**src/rtl/ssp_apb_regfifo.sv**
```systemverilog
// ssp_apb_regfifo: PL022-style SSP APB register block with integrated TX/RX FIFOs,
// sticky/level interrupt status, write-one-to-clear ICR, receive timeout and DMA requests.
// Optional macro SSP_PERIPH_ID_EN maps read-only peripheral ID registers at 0xFE0-0xFFC;
// without it those offsets are unmapped.
module ssp_apb_regfifo #(
  parameter int DATA_W     = 16,
  parameter int FIFO_DEPTH = 8,
  parameter int RT_CYCLES  = 32,
  parameter int ADDR_W     = 12
) (
  input  logic              PCLK,
  input  logic              PRESET,
  input  logic              PSEL,
  input  logic              PENABLE,
  input  logic              PWRITE,
  input  logic [ADDR_W-1:2] PADDR,
  input  logic [DATA_W-1:0] PWDATA,
  output logic [DATA_W-1:0] PRDATA,
  output logic              PREADY,
  output logic              PSLVERR,
  output logic [DATA_W-1:0] tx_data,
  output logic              tx_valid,
  input  logic              tx_ready,
  input  logic [DATA_W-1:0] rx_data,
  input  logic              rx_valid,
  input  logic              core_busy,
  output logic [15:0]       cr0_o,
  output logic [3:0]        cr1_o,
  output logic [7:0]        cpsr_o,
  output logic              txintr,
  output logic              rxintr,
  output logic              rtintr,
  output logic              rorintr,
  output logic              intr,
  output logic              txdmareq,
  output logic              rxdmareq
);
  localparam int AW = ADDR_W - 2;
  localparam int PW = $clog2(FIFO_DEPTH);
  localparam int CW = $clog2(FIFO_DEPTH) + 1;
  localparam int TW = $clog2(RT_CYCLES + 1);
  localparam logic [CW-1:0] HALF = CW'(FIFO_DEPTH / 2);
  localparam logic [CW-1:0] FULL = CW'(FIFO_DEPTH);

  logic [15:0] cr0;
  logic [3:0]  cr1;
  logic [7:0]  cpsr;
  logic [3:0]  imsc;
  logic [1:0]  dmacr;
  logic        ror, rt;

  logic [DATA_W-1:0] tx_mem [FIFO_DEPTH];
  logic [DATA_W-1:0] rx_mem [FIFO_DEPTH];
  logic [PW-1:0]     tx_wptr, tx_rptr, rx_wptr, rx_rptr;
  logic [CW-1:0]     tx_count, rx_count;
  logic [TW-1:0]     rt_cnt;

  logic        tx_empty, tx_full, rx_empty, rx_full, sse;
  logic [4:0]  sr;
  logic [3:0]  ris, mis;
  logic        bad, access, wr_ok, rd_ok, dr_hit, icr_wr;
  logic        tx_push, tx_pop, rx_push, rx_pop, ror_set, rt_set, rt_reload;
  logic [15:0] rdata, wdata16;

  // Timeout counter step that sticks once the threshold is reached.
  function automatic logic [TW-1:0] sat_inc(input logic [TW-1:0] v);
    return (v == TW'(RT_CYCLES)) ? v : v + TW'(1);
  endfunction

`ifdef SSP_PERIPH_ID_EN
  function automatic logic [7:0] id_byte(input logic [2:0] idx);
    case (idx)
      3'd0:    return 8'h22;
      3'd1:    return 8'h10;
      3'd2:    return 8'h34;
      3'd3:    return 8'h00;
      3'd4:    return 8'h0D;
      3'd5:    return 8'hF0;
      3'd6:    return 8'h05;
      default: return 8'hB1;
    endcase
  endfunction
`endif

  assign wdata16  = 16'(PWDATA);
  assign sse      = cr1[1];
  assign tx_empty = (tx_count == '0);
  assign tx_full  = (tx_count == FULL);
  assign rx_empty = (rx_count == '0);
  assign rx_full  = (rx_count == FULL);
  assign sr       = {core_busy | (sse & ~tx_empty), rx_full, ~rx_empty, ~tx_full, tx_empty};
  assign ris      = {tx_count <= HALF, rx_count >= HALF, rt, ror};
  assign mis      = ris & imsc;

  // Address decode, read mux and error classification for the current access.
  always_comb begin
    bad   = 1'b0;
    rdata = '0;
    case (PADDR)
      AW'(0): rdata = cr0;
      AW'(1): rdata = {12'd0, cr1};
      AW'(2): rdata = rx_empty ? 16'd0 : 16'(rx_mem[rx_rptr]);
      AW'(3): begin rdata = {11'd0, sr};  bad = PWRITE; end
      AW'(4): rdata = {8'd0, cpsr};
      AW'(5): rdata = {12'd0, imsc};
      AW'(6): begin rdata = {12'd0, ris}; bad = PWRITE; end
      AW'(7): begin rdata = {12'd0, mis}; bad = PWRITE; end
      AW'(8): bad = ~PWRITE;
      AW'(9): rdata = {14'd0, dmacr};
      default: begin
`ifdef SSP_PERIPH_ID_EN
        if ((PADDR >> 3) == AW'(7'h7F)) begin
          rdata = {8'd0, id_byte(PADDR[4:2])};
          bad   = PWRITE;
        end else begin
          bad = 1'b1;
        end
`else
        bad = 1'b1;
`endif
      end
    endcase
  end

  assign access  = PSEL & PENABLE;
  assign wr_ok   = access & PWRITE & ~bad;
  assign rd_ok   = access & ~PWRITE & ~bad;
  assign dr_hit  = (PADDR == AW'(2));
  assign icr_wr  = wr_ok & (PADDR == AW'(8));
  assign PREADY  = 1'b1;
  assign PSLVERR = access & bad;
  assign PRDATA  = (PSEL & ~PWRITE & ~bad) ? DATA_W'(rdata) : '0;

  // A full FIFO still accepts a word when its head leaves in the same cycle.
  assign tx_pop    = tx_valid & tx_ready;
  assign tx_push   = wr_ok & dr_hit & (~tx_full | tx_pop);
  assign rx_pop    = rd_ok & dr_hit & ~rx_empty;
  assign rx_push   = rx_valid & (~rx_full | rx_pop);
  assign ror_set   = rx_valid & rx_full & ~rx_pop;
  assign rt_reload = rx_empty | rx_push | rx_pop;
  assign rt_set    = ~rt_reload & (rt_cnt == TW'(RT_CYCLES - 1));

  assign tx_valid = sse & ~tx_empty;
  assign tx_data  = tx_empty ? '0 : tx_mem[tx_rptr];

  // Control registers written from APB.
  always_ff @(posedge PCLK) begin
    if (PRESET) begin
      cr0   <= '0;
      cr1   <= '0;
      cpsr  <= '0;
      imsc  <= '0;
      dmacr <= '0;
    end else if (wr_ok) begin
      case (PADDR)
        AW'(0):  cr0   <= wdata16;
        AW'(1):  cr1   <= wdata16[3:0];
        AW'(4):  cpsr  <= {wdata16[7:1], 1'b0};
        AW'(5):  imsc  <= wdata16[3:0];
        AW'(9):  dmacr <= wdata16[1:0];
        default: ;
      endcase
    end
  end

  // Sticky overrun/timeout status; a set in the clearing cycle wins.
  always_ff @(posedge PCLK) begin
    if (PRESET) begin
      ror <= 1'b0;
      rt  <= 1'b0;
    end else begin
      ror <= ror_set | (ror & ~(icr_wr & wdata16[0]));
      rt  <= rt_set  | (rt  & ~(icr_wr & wdata16[1]));
    end
  end

  // Receive inactivity counter.
  always_ff @(posedge PCLK) begin
    if (PRESET)         rt_cnt <= '0;
    else if (rt_reload) rt_cnt <= '0;
    else                rt_cnt <= sat_inc(rt_cnt);
  end

  // FIFO storage; contents are qualified by the counts, so no reset.
  always_ff @(posedge PCLK) begin
    if (tx_push) tx_mem[tx_wptr] <= PWDATA;
    if (rx_push) rx_mem[rx_wptr] <= rx_data;
  end

  // FIFO pointers and occupancy counts.
  always_ff @(posedge PCLK) begin
    if (PRESET) begin
      tx_wptr  <= '0;
      tx_rptr  <= '0;
      tx_count <= '0;
      rx_wptr  <= '0;
      rx_rptr  <= '0;
      rx_count <= '0;
    end else begin
      if (tx_push) tx_wptr <= tx_wptr + PW'(1);
      if (tx_pop)  tx_rptr <= tx_rptr + PW'(1);
      if (tx_push & ~tx_pop)      tx_count <= tx_count + CW'(1);
      else if (~tx_push & tx_pop) tx_count <= tx_count - CW'(1);
      if (rx_push) rx_wptr <= rx_wptr + PW'(1);
      if (rx_pop)  rx_rptr <= rx_rptr + PW'(1);
      if (rx_push & ~rx_pop)      rx_count <= rx_count + CW'(1);
      else if (~rx_push & rx_pop) rx_count <= rx_count - CW'(1);
    end
  end

  assign cr0_o    = cr0;
  assign cr1_o    = cr1;
  assign cpsr_o   = cpsr;
  assign txintr   = mis[3];
  assign rxintr   = mis[2];
  assign rtintr   = mis[1];
  assign rorintr  = mis[0];
  assign intr     = |mis;
  assign txdmareq = dmacr[1] & ris[3];
  assign rxdmareq = dmacr[0] & (ris[2] | ris[1]);

endmodule

```
**config.mk**
```make
export PLATFORM = sky130hd
export DESIGN_NAME = ssp_apb_regfifo
export DESIGN_NICKNAME = d
export VERILOG_FILES = /design/src/rtl/ssp_apb_regfifo.sv
export SDC_FILE = /design/constraint.sdc
export NUM_CORES = 1
export LEC_CHECK = 0
export CAP_MARGIN = 20
export CORE_UTILIZATION = 30
export DETAILED_ROUTE_END_ITERATION = 16
export DONT_BUFFER_PORTS = 1
export PLACE_DENSITY = 0.52
export SLEW_MARGIN = 40
export SYNTH_ARGS = -nofsm -noshare
export SYNTH_HDL_FRONTEND = slang
export SYNTH_SLANG_ARGS = --single-unit
```
**constraint.sdc**
```tcl
create_clock -name PCLK -period 3.7 [get_ports PCLK]
set_clock_uncertainty 0.15 [all_clocks]
set_input_delay 0.185 -clock PCLK [delete_from_list [all_inputs] [get_ports PCLK]]
set_output_delay 0.185 -clock PCLK [all_outputs]
set_load 0.005 [all_outputs]
```
# Yosys cells after proc, flatten, opt, wreduce, memory -nomap -nowiden
# Memories as Yosys holds them, arrays and structs flattened. A register that Yosys moved wholly into a read port is not among the register bits.
# Index checks and enable logic that the tools add are counted.
classes:
  n_addsub: 9
  bitwise_logic: 51
  magnitude_cmp: 2
  n_reduce_logical: 14
  muxes: 17
  n_eq_ne: 13
op_table:
  columns: ["cell", "count"]
  rows:
  - ["$pmux 16 s9", 1]
  - ["$mux 16", 3]
  - ["$eq 10x3->1 const B", 4]
  - ["$and 1x1->1", 29]
  - ["$eq 10x2->1 const B", 2]
  - ["$eq 10x4->1 const B", 2]
  - ["$mux 4", 4]
  - ["$not 1->1", 13]
  - ["$add 3x1->3 const B", 4]
  - ["$mux 3", 4]
  - ["$eq 10x1->1 const B", 1]
  - ["$logic_not 10->1", 1]
  - ["$reduce_and 2->1", 5]
  - ["$add 4x1->4 const B", 2]
  - ["$eq 4x4->1 const B", 2]
  - ["$logic_not 4->1", 2]
  - ["$or 1x1->1", 8]
  - ["$sub 4x1->4 const B", 2]
  - ["$add 6x1->6 const B", 1]
  - ["$eq 6x5->1 const B", 1]
  - ["$eq 6x6->1 const B", 1]
  - ["$reduce_or 6->1", 1]
  - ["$and 4x4->4", 1]
  - ["$ge 4x3->1 const B", 1]
  - ["7 further kinds", 11]
word_totals:
  elab_cells: 122
  out_inout_bits: 70
  regBits: 61
  input_bits: 50
  mem_count: 2
  mem_bits_rw: 256
mem_list:
  columns: ["name", "words", "word_bits", "read_ports", "rd_clocked_by_memory_dff", "wr", "line_no", "source"]
  rows:
  - ["rx_mem", 8, 16, 1, 1, 1, "53", "logic [DATA_W-1:0] rx_mem [FIFO_DEPTH];"]
  - ["tx_mem", 8, 16, 1, 1, 1, "52", "logic [DATA_W-1:0] tx_mem [FIFO_DEPTH];"]

# Longest topological paths before layout
depth:
  ltp_word: 14
  ltp_mapped: 14
  depth_no_buf: 13

# Worst setup path before layout
# Ideal clock, no wire load.
synth_timing:
  path_kind: "input to register"
  startpoint: "input port PADDR[5] (netlist name)"
  endpoint: "memory tx_mem[1][0] (enable)"
  path_buffers: 1
  t_required_ns: 3.114
  path_stages: 5
  arrival_ns: 2.998
  setup_ns: 0.436
  slack_ns: 0.115
  path_cell_list: "buf_2 > or4b_4 > a211oi_2 > nand2_2 > nor4b_1"
synth_via:
  elab_chain_cells: 9
  elab_cells_between_ends: 19
  cone_classes: "eq/ne (9); mux (3); bitwise (4); reduce/logical (3)"
synth_rtl:
  columns: ["element", "line_no", "source"]
  rows:
  - ["start, declared", "16", "input logic [ADDR_W-1:2] PADDR,"]
  - ["$eq 10x2->1 (tied with other cells)", "99, 128", null]
  - ["$reduce_or 6->1 (no line) / $reduce_or 3->1 (equally long branches)", null, null]
  - ["$pmux 1 s3", "99", "case (PADDR)"]
  - ["$not 1->1", "126", "assign wr_ok = access & PWRITE & ~bad;"]
  - ["$and 1x1->1", "126", null]
  - ["$and 1x1->1 * (2 in series)", "136", "assign tx_push = wr_ok & dr_hit & (~tx_full | tx_pop);"]
  - ["$mux 1 *", "186", "if (tx_push) tx_mem[tx_wptr] <= PWDATA;"]
  - ["$mux 1 (implied by the code) *", "186", null]
  - ["end, declared", "52", null]
# Every way passes the cells marked *; elsewhere a longest branch is shown, timed or not.

# Worst setup path in the final report
layout_timing:
  startpoint: "input port PADDR[2] (netlist name)"
  endpoint: "register tx_count[3]"
layout_via:
  elab_chain_cells: 10
  elab_cells_between_ends: 22
  cone_classes: "eq/ne (9); mux (2); bitwise (7); reduce/logical (4)"
layout_rtl:
  columns: ["element", "line_no", "source"]
  rows:
  - ["$eq 10x2->1 (tied with other cells)", "99, 128", null]
  - ["$reduce_or 6->1 (no line) / $reduce_or 3->1 (equally long branches)", null, null]
  - ["$pmux 1 s3", "99", null]
  - ["$not 1->1", "126", null]
  - ["$and 1x1->1", "126", null]
  - ["$and 1x1->1 * (2 in series)", "136", null]
  - ["via tx_push", "62", "logic tx_push, tx_pop, rx_push, rx_pop, ror_set, rt_set, rt_reload;"]
  - ["$not 1->1", "203", "else if (~tx_push & tx_pop) tx_count <= tx_count - CW'(1);"]
  - ["$and 1x1->1", "203", null]
  - ["$reduce_bool 2->1 (no line)", null, null]
  - ["end signal, assigned", "202", "if (tx_push & ~tx_pop) tx_count <= tx_count + CW'(1);"]
  - ["end signal, assigned", "203", null]
  - ["end, declared", "55", "logic [CW-1:0] tx_count, rx_count;"]
# Mark *: on every way through the listed nets, which the timed path passes. The rest lies on a longest branch.
# A chain may end at the register's enable or synchronous reset.

==> results by group <==
Logic synthesis
  – Mean Syn Cell Area: approximately 16 µm²
  – YS warnings: 0
  – Sequential share of the synthesized area: 0.682
  – Leading post-synthesis cells by cell area: edfxtp_1 58%, mux4_2 11%, dfxtp_1 10%
  – Yosys top cell by area: edfxtp_1
  – Synth Net Count: a little under 900
  – Synthesized area: around 13000 µm²
  – Async set-reset flop share out of synthesis: 0
  – Top-area cell type share of the netlist area: 0.581
  – Seq cells post-synth: 323
  – Post-synth top flop: edfxtp_1
  – EDFF count, synth: ~260
  – Number of library cell types mapped by synthesis: 66
  – Synth Instances: between 800 and 900

STA
  – RSZ-0062 raised after global routing: no
  – Setup-failing EPs final: 0
  – Total negative setup slack: 0 ns
  – Fin crit period: 3.52 ns
  – Max-Slew Margin vs Limit: 0.453
  – Fin crit share: 0.952
  – Slew Limit Fails: 0
  – Fmax: about 280 MHz
  – Worst-Margin Slew: between 0.8 and 0.9 ns
  – Final Hold Viols: 0
  – Worst hold margin: 0.0431 ns

Routing
  – DRT iter0 DRCs: between 500 and 600
  – Final ANT Viol Nets: 0
  – Post-route DRC: 0
  – Initial DRT Pass Iterations: 5
  – Post-Route WL: approximately 32000 µm
  – Via-per-instance ratio: 4.75
  – WL/cell: ~21 µm
  – Vias: a little over 7000

Floorplan
  – Die width: 212 µm
  – Top-Level Pins: 120
  – Starting Density: 0.306
  – Std cell rows: 76
  – Die Span Y: 212 µm
  – Core Area: 43300 µm²
  – DIE AREA: 44900 µm²

Placed design
  – GPL Wtd Cong: 0.832
  – Port bufs: 0
  – DP HPWL: 20700 µm

Flow run
  – Max Cap Viol: 0

Setup path
  – Worst r2r dst: tx_count[3]
  – Reg2Reg Setup Slack: roughly 0.6 ns
  – Crit path from: PADDR[2]
  – CP Launch Type: input pin
  – Reg2Reg Launch Point: tx_count[0]
  – Setup crit end kind: register
  – Crit path DAT: 3.82 ns
  – Crit Path Max Fanout: 13
  – End point of the critical path: tx_count[3]
  – Critical Path RT: roughly 4.0 ns
  – Worst R2R Path Depth: 12
  – Setup Crit Path Kind: in -> reg

Power
  – Leakage: 4.98 nW
  – Power, Total: approximately 0.0081 W
  – Pwr dens: approximately 500 nW/µm²
  – Max VDD drop: around 0.24 mV

Min path
  – Worst Hold Class: in -> reg
  – Hold wc startpoint: PADDR[2]

Clocking
  – Inserted Clock Buffers: 36
  – Clock latency on the worst-skew pair: ~0.5 ns
  – Root Driver: clkbuf_16
  – CTS clock-pin slew for the worst setup and hold paths: around 0.06 ns
  – CTS Buffer Depth: 3
  – Clk sinks: ~320
  – CTS tree: built
  – CTS H-Tree Depth: 2

Layout
  – Final core occ: 0.365
  – Multi-input gate area: just over 4000 µm²
  – Area Overhead vs Synth: 19.3%
  – Fin nets: between 900 and 1000
  – Layout cells sized above 1: 0.190
  – Layout fillers: a little over 4000
  – Register area: roughly 9000 µm²

Global routing
  – Initial antenna violation count: 8
  – First-pass GRT wire length: just under 50000 µm
  – Total GRT Usage: 0.147
  – Largest net degree at the start of global routing: 59
  – Vias in the first global route: approximately 7300
  – Total gr overflow: 0

Status
  – Status: completed
-- cell usage after synthesis (5+ instances only) --
cell       number
edfxtp_1      256
buf_2          15
ha_1           12
o21ai_0         5
nor2_1         88
clkbuf_1       19
nor3_1         10
mux4_2         64
inv_1          12
xor2_1          7
nand2b_1        5
mux2i_1        60
nand3_1         8
nand2_1        52
a21oi_1        28
a2bb2oi_1       8
xnor2_1        12
dfxtp_1        67
and2_1          8
-- layout by cell type (no fill, tap or decap), types with 4 or more instances in the layout --
cell,instances
o22ai_1,4
nand2_1,52
nand4_1,4
clkinv_1,5
clkbuf_16,37
nand3_1,8
mux2i_1,60
nor2b_1,4
and2_1,8
nor3_1,5
nor2_1,87
xor2_1,7
clkbuf_1,8
nor3_2,8
mux4_2,64
edfxtp_1,256
xnor2_1,12
buf_4,26
o21ai_0,5
dfxtp_1,65
a31oi_1,4
bufinv_16,5
clkinv_4,4
diode_2,5
dlygate4sd3_1,47
inv_1,12
a21oi_1,28
a2bb2oi_1,8
nand2b_1,5
ha_1,12
-- report_power, final --
group | switching, W | internal (W) | total (W)
logic | 0.000239 | 0.000169 | 0.000409
registers | 0.0000433 | 0.00400 | 0.00405
clock network | 0.00143 | 0.00222 | 0.00365
-- per-stage QoR --
| stage | worst slack, ns | std cells | area, µm² |
|---|---|---|---|
| after CTS | 0.226 | 1509 | 15800 |
| after floorplan | 0.115 | 824 | 13200 |
| after global routing | 0.0461 | 1513 | 15800 |
| after detailed placement | 0.560 | 1396 | 14100 |
| after global placement | 0.565 | 1395 | 14100 |
| final | 0.177 | 1514 | 15800 |
-- logic make-up after synthesis --
logic type               Yosys count  synth area share
flip-flops                       323             0.682
AND/OR/NAND/NOR                  215            0.0807
multiplexers                     124             0.154
AO/OA/AOI/OAI                     74            0.0376
buffers and inverters             53            0.0174
XOR/XNOR                          19            0.0126
adder cells (fa/ha/maj)           14            0.0144
other                              2          0.000568
-- how the worst min path moves through the flow --
| stage | end | slack, ns | cells past startpoint |
|---|---|---|---|
| final | cr1_o[3] | 0.04 | 4 |
| after floorplan | rx_mem[0][0] | 0.13 | 0 |
| after global routing | ror | 0.06 | 5 |
| after CTS | ror | 0.01 | 5 |
| after global placement | register | 0.11 | 1 |
| after detailed placement | register | 0.11 | 1 |
-- per-layer routing --
layer	vias up	GRT usage	wire length (µm)
met5	-	0	41
met4	6	0.0407	594
met3	44	0.0405	1960
met2	143	0.247	16000
met1	3657	0.184	13800
li1	3336	-	-
-- critical path: stages --
cell,delay (ns)
dlygate4sd3_1,0.59
or4b_4,0.50
dlygate4sd3_1,0.58
a211oi_2,0.25
nand2_2,0.18
clkinv_2,0.13
ha_1,0.19
inv_1,0.09
ha_1,0.27
a21o_1,0.18
a21oi_1,0.16
xnor2_1,0.09
or3_1,0.30
a21oi_1,0.13
-- final cells by class --
type / count / share of cell area
Multi-Input combinational cell: 448 / 0.256
Inverter: 13 / 0.00317
Timing Repair Buffer: 75 / 0.0452
Sequential cell: 323 / 0.572
Clock buffer: 46 / 0.0614
Antenna cell: 5 / 0.000793
Clock inverter: 19 / 0.0152
Tap cell: 585 / 0.0464
-- flip-flops by register name (all words and copies together) (netlist names), named ones only --
signal	count
cpsr_o	7
cr0_o	16
cr1_o	4
dmacr	2
imsc	4
ror	1
rt	1
rt_cnt	6
rx_count	4
rx_mem	128
rx_rptr	3
rx_wptr	3
tx_count	4
tx_mem	128
tx_rptr	3
tx_wptr	3
-- what timing repair did --
item,CTS,global route
gates resized for setup,0,0
hold buffers,48,0
setup buffers,0,0
hold endpoints to repair,323,0
Note: power is estimated with default switching activity, not from simulation.
